## src/rtl/sp_ram_ctrl_if.sv

```systemverilog
// sp_ram_ctrl_if: run handshake and read-back bus
// of the RAM bring-up controller.
interface sp_ram_ctrl_if #(
   parameter int DATA_WIDTH = 16
);
   logic                  start;
   logic [DATA_WIDTH-1:0] data_out;
   logic                  done_w;
   logic                  done_r;

   modport master (
      output start,
      input  data_out,
      input  done_w,
      input  done_r
   );

   modport slave (
      input  start,
      output data_out,
      output done_w,
      output done_r
   );
endinterface

```

## src/rtl/sp_ram_ctrl.sv

```systemverilog
// sp_ram_ctrl: fills an internal single-port RAM with
// DATA_BASE + addr, then reads it back in address order.
module sp_ram_ctrl #(
   parameter int                    DATA_WIDTH = 16,
   parameter int                    ADDR_WIDTH = 4,
   parameter logic [DATA_WIDTH-1:0] DATA_BASE  = 16'h0100
) (
   input  logic         clk,
   input  logic         rst,
   sp_ram_ctrl_if.slave bus
);
   localparam int DEPTH = 2 ** ADDR_WIDTH;
   localparam logic [ADDR_WIDTH-1:0] LAST =
      ADDR_WIDTH'(DEPTH - 1);

   typedef enum logic [2:0] {
      IDLE,
      WRITE,
      WDONE,
      READ,
      RDONE
   } state_t;

   state_t                state_q, state_d;
   logic [ADDR_WIDTH-1:0] addr_q, addr_d;
   logic [DATA_WIDTH-1:0] data_q;
   logic                  done_w_q, done_w_d;
   logic                  done_r_q, done_r_d;
   logic                  we, re;
   logic [DATA_WIDTH-1:0] wdata;

   logic [DATA_WIDTH-1:0] mem [DEPTH];

   assign wdata = DATA_BASE + DATA_WIDTH'(addr_q);

   // Sequencer: write sweep, pulse, read sweep, pulse.
   always_comb begin
      state_d  = state_q;
      addr_d   = addr_q;
      we       = 1'b0;
      re       = 1'b0;
      done_w_d = 1'b0;
      done_r_d = 1'b0;
      unique case (state_q)
         IDLE: begin
            if (bus.start) begin
               state_d = WRITE;
               addr_d  = '0;
            end
         end
         WRITE: begin
            we = 1'b1;
            if (addr_q == LAST) begin
               state_d  = WDONE;
               done_w_d = 1'b1;
               addr_d   = '0;
            end else begin
               addr_d = addr_q + 1'b1;
            end
         end
         WDONE: begin
            state_d = READ;
            addr_d  = '0;
         end
         READ: begin
            re = 1'b1;
            if (addr_q == LAST) begin
               state_d  = RDONE;
               done_r_d = 1'b1;
            end else begin
               addr_d = addr_q + 1'b1;
            end
         end
         RDONE: begin
            // done_r cycle: start is deliberately not sampled here
            state_d = IDLE;
         end
         default: state_d = IDLE;
      endcase
   end

   // Control state, pulses and registered read data.
   always_ff @(posedge clk or negedge rst) begin
      if (!rst) begin
         state_q  <= IDLE;
         addr_q   <= '0;
         data_q   <= '0;
         done_w_q <= 1'b0;
         done_r_q <= 1'b0;
      end else begin
         state_q  <= state_d;
         addr_q   <= addr_d;
         done_w_q <= done_w_d;
         done_r_q <= done_r_d;
         if (re) begin
            data_q <= mem[addr_q];
         end
      end
   end

   // RAM write port; array contents survive reset.
   always_ff @(posedge clk) begin
      if (we) begin
         mem[addr_q] <= wdata;
      end
   end

   assign bus.data_out = data_q;
   assign bus.done_w   = done_w_q;
   assign bus.done_r   = done_r_q;
endmodule

```

## src/flat_wrapper.sv

```systemverilog
// flat-port wrapper written by rule: the top's interface ports become plain ports
module sp_ram_ctrl_flat 
#(
   parameter int                    DATA_WIDTH = 16,
   parameter int                    ADDR_WIDTH = 4,
   parameter logic [DATA_WIDTH-1:0] DATA_BASE  = 16'h0100
)
  (clk, rst, bus_start, bus_data_out, bus_done_w, bus_done_r);
  sp_ram_ctrl_if #(.DATA_WIDTH(DATA_WIDTH)) bus_i ();
  input  logic clk;
  input  logic rst;
  input wire logic [$bits(bus_i.start)-1:0] bus_start;
  output wire logic [$bits(bus_i.data_out)-1:0] bus_data_out;
  output wire logic [$bits(bus_i.done_w)-1:0] bus_done_w;
  output wire logic [$bits(bus_i.done_r)-1:0] bus_done_r;
  assign bus_i.start = bus_start;
  assign bus_data_out = bus_i.data_out;
  assign bus_done_w = bus_i.done_w;
  assign bus_done_r = bus_i.done_r;
  sp_ram_ctrl #(.DATA_WIDTH(DATA_WIDTH), .ADDR_WIDTH(ADDR_WIDTH), .DATA_BASE(DATA_BASE)) u_core (.clk(clk), .rst(rst), .bus(bus_i));
endmodule
```

## config.mk

```make
export PLATFORM = sky130hd
export DESIGN_NAME = sp_ram_ctrl_flat
export DESIGN_NICKNAME = d
export VERILOG_FILES = /design/src/rtl/sp_ram_ctrl_if.sv /design/src/rtl/sp_ram_ctrl.sv /design/src/flat_wrapper.sv
export SDC_FILE = /design/constraint.sdc
export NUM_CORES = 1
export LEC_CHECK = 0
export ABC_AREA = 1
export CORE_MARGIN = 2
export CORE_UTILIZATION = 45
export DETAILED_ROUTE_END_ITERATION = 12
export DONT_BUFFER_PORTS = 1
export PLACE_DENSITY_LB_ADDON = 0.15
export SYNTH_ARGS = -nofsm -noshare
export SYNTH_HDL_FRONTEND = slang
export SYNTH_SLANG_ARGS = --single-unit
```

## constraint.sdc

```tcl
create_clock -name clk -period 5.2 [get_ports clk]
set_input_delay 1.3 -clock clk [delete_from_list [all_inputs] [get_ports clk]]
set_output_delay 1.3 -clock clk [all_outputs]
set_load 0.1 [all_outputs]
```

==> impl_metrics.toml <==
[synthesis]
synth_top_family_by_area = "simple AND/OR/NAND/NOR gates"
synth_cells = 357
ys_warn_count = 0
yosys_register_bits = 78
synth-compound-area-share_pct = 2.45
synth_simple_gate_area_share_pct = 21.2
ys_seq_area_share_pct = 64.4
ys_types = 24
synth_top_cell_by_area = "edfxtp_1"
yosys.area_share.xor_xnor_pct = 0.248
yosys.area_share.adder_pct = 1.42
synth_area_per_cell_um2 = 9.89
syn_area_mm2 = 0.00353
synth_top_area_share_pct = 54.4
synth_mux_area_share_pct = 0
synthTopCellsByArea = "edfxtp_1, dfrtp_1, nand2_1"

[place]
gp_congestion = 0.818
placed_area_mm2 = 0.00356
hpwl_um = 4560
dp_worst_setup_slack_ns = 2.87
port_buffers = 0

[pwr]
swShare_pct = 40.9
p_clk_share_pct = 23.4
p_sw_uw = 869
pwr-share-seq_pct = 47.2
leakage_uw = 0.00162
max-vdd-ir-drop_v = 0.000190
finalPower_uw = 2120
power_frac_comb_pct = 29.5
power.density_mw_per_mm2 = 562
internal-power_uw = 1250

[clock_network]
hold_buffers = 0
cts_setup_buffers = 0
cts_tree = "built"
cts_root_buffer = "clkbuf_8"
clock_latency_ns = 0.35
ctsResizeCount = 0
clk_path_buf_depth = 2
clkTransAtPathRegs_ns = 0.08
h-tree-depth = 3
cts_sinks = 78
cts_made_buffers = 9

[critical_path]
cp-end-kind = "output port"
rr_startpoint = "u_core.addr_q[1]$_DFFE_PN0P_"
worst-setup-path-type = "register to output port"
start_kind = "register"
startpoint = "u_core.bus.data_out[8]$_DFFE_PN0N_"
path_max_fanout = 2
arrival_ns = 1.29
required_ns = 3.90

[timing]
fin_setup_tns_ns = 0
max_freq_mhz = 386
period_share_pct = 49.8
min_period_ns = 2.59
rsz0062_at_grt = "no"
finalSetupViolCount = 0
worstMarginPinSlew_ns = 0.899
setup_ws_ns = 2.61
finalHoldViolations = 0
fin_skew_ns = 0.0107
drv_slew = 0
maxSlewHeadroom_pct = 40.1

[cells_and_area]
final_nets = 365
area_delta_synth_final_pct = 6.95
num_antenna_cells = 0
multi_input_area_um2 = 933
drive_above_1_share_pct = 7.44
final_cell_area_mm2 = 0.00378
nFillCells = 709
regArea_mm2 = 0.00227

[global_routing]
grt_pass1_wl_um = 11100
grt_max_degree = 45
antenna_found_initial = 0
grt-ovfl-total = 0
grt_pass1_vias = 2093
gr-usage-all-layers_pct = 17.5

[die]
start_util_pct = 46.2
die-area_mm2 = 0.00857
ioPinCount = 21
row_count = 32
core_mm2 = 0.00765
die_x_um = 92.6
die_h_um = 92.6

[routing]
drt-initial-drc-count = 176
dr_total_vias = 2225
routed_wl_um = 6870
antenna_left = 0
wire_per_inst_um = 14.8
drc_errors = 0
drtPass1Iterations = 4
vias_per_cell = 4.78

[outcome]
run_status = "complete, no violations"

[job]
maxCapViolCount = 0

[worst_hold_path]
min-delay-start = "u_core.state_q[0]$_DFFE_PN0P_"
hold_path_class = "register to register"
==> cell type report <==
type                            count  share of cell area (%)
Tap cell                          102                    3.38
Timing Repair Buffer                2                   0.398
Inverter                           56                    5.57
Multi-Input combinational cell    211                    24.7
Clock buffer                       12                    3.84
Clock inverter                      4                    1.92
Sequential cell                    78                    60.2
==> cell usage after synthesis (all sizes together) <==
| library cell | count |
|---|---|
| dfrtp | 14 |
| nor3 | 4 |
| a21oi | 3 |
| or2 | 1 |
| o21ai | 13 |
| nor2 | 45 |
| nand3b | 1 |
| nand2 | 92 |
| conb | 1 |
| xor2 | 1 |
| inv | 56 |
| o22ai | 1 |
| nand3 | 35 |
| edfxtp | 64 |
| ha | 4 |
| buf | 22 |
==> per-layer routing <==
metal / track usage [%] / up-vias / routed length, µm
li1: - / 1115 / -
met3: 3.58 / 13 / 459
met5: 0 / - / 0
met1: 25.8 / 1013 / 3320
met4: 8.46 / 0 / 136
met2: 24.6 / 84 / 2950
==> worst paths after layout <==
path	cells after the start	to	slack, ns
worst min-delay path	1	u_core.state_q[0]$_DFFE_PN0P_	0.59
max in group asynchronous	0	u_core.addr_q[3]$_DFFE_PN0P_	4.49
min in group asynchronous	0	u_core.bus.data_out[8]$_DFFE_PN0N_	0.63
worst max-delay path	0	bus_data_out[8]	2.61
worst max register to register	6	u_core.mem[15][2]$_DFFE_PP_	2.88
worst min register to register	1	u_core.state_q[0]$_DFFE_PN0P_	0.59
==> cells in the final DEF, fill, tap and decap left out <==
| master | Yosys | routed |
|---|---|---|
| a21oi_1 | 3 | 3 |
| buf_4 | 12 | 2 |
| bufinv_16 | 0 | 2 |
| clkbuf_1 | 0 | 2 |
| clkbuf_8 | 0 | 10 |
| clkinv_2 | 0 | 1 |
| clkinvlp_4 | 0 | 1 |
| conb_1 | 1 | 11 |
| dfrtp_1 | 14 | 14 |
| edfxtp_1 | 64 | 64 |
| ha_1 | 4 | 4 |
| inv_1 | 51 | 51 |
| inv_2 | 5 | 5 |
| nand2_1 | 91 | 91 |
| nand2_2 | 1 | 1 |
| nand3_1 | 34 | 34 |
| nand3_2 | 1 | 1 |
| nand3b_1 | 1 | 1 |
| nor2_1 | 43 | 43 |
| nor2_2 | 2 | 2 |
| nor3_1 | 3 | 3 |
| nor3_4 | 1 | 1 |
| o21ai_0 | 11 | 11 |
| o21ai_1 | 2 | 2 |
| o22ai_1 | 1 | 1 |
| or2_2 | 1 | 1 |
| xor2_1 | 1 | 1 |
==> worst reg2reg max path, stage by stage (launching register included) <==
cell,delay [ns]
dfrtp_1,0.64
buf_4,0.40
ha_1,0.25
inv_1,0.10
nor2_2,0.19
inv_1,0.08
nor2_1,0.33
==> logic make-up after synthesis <==
| kind of cell | count (synthesis) |
|---|---|
| flops | 78 |
| xor+xnor | 1 |
| simple gates | 178 |
| buf+inv | 78 |
| compound gates | 17 |
| other cells | 1 |
| fa+ha+maj | 4 |
==> power by group through the flow <==
stage | combinational, µW | sequential (µW) | clock [µW]
3_5_place_dp | 626 | 1020 | 0
2_1_floorplan | 500 | 990 | 0
3_3_place_gp | 627 | 1020 | 0
4_1_cts | 626 | 1000 | 503
6_report | 626 | 1000 | 497
5_1_grt | 714 | 1020 | 527
==> sequential cells by signal, indices dropped and copies added (netlist names) <==
register and flops:
u_core.bus.done_r 1, u_core.bus.done_w 1, u_core.state_q 3, u_core.addr_q 4, u_core.bus.data_out 5, u_core.mem 64
==> stage by stage <==
stage	util [%]	std cells	hold slack [ns]
2_1_floorplan	-	367	0.517
3_3_place_gp	46.5	449	0.572
3_5_place_dp	46.5	449	0.583
4_1_cts	49.4	465	0.590
5_1_grt	49.4	465	0.612
6_report	49.4	465	0.590
Note: power is estimated with default switching activity, not from simulation.
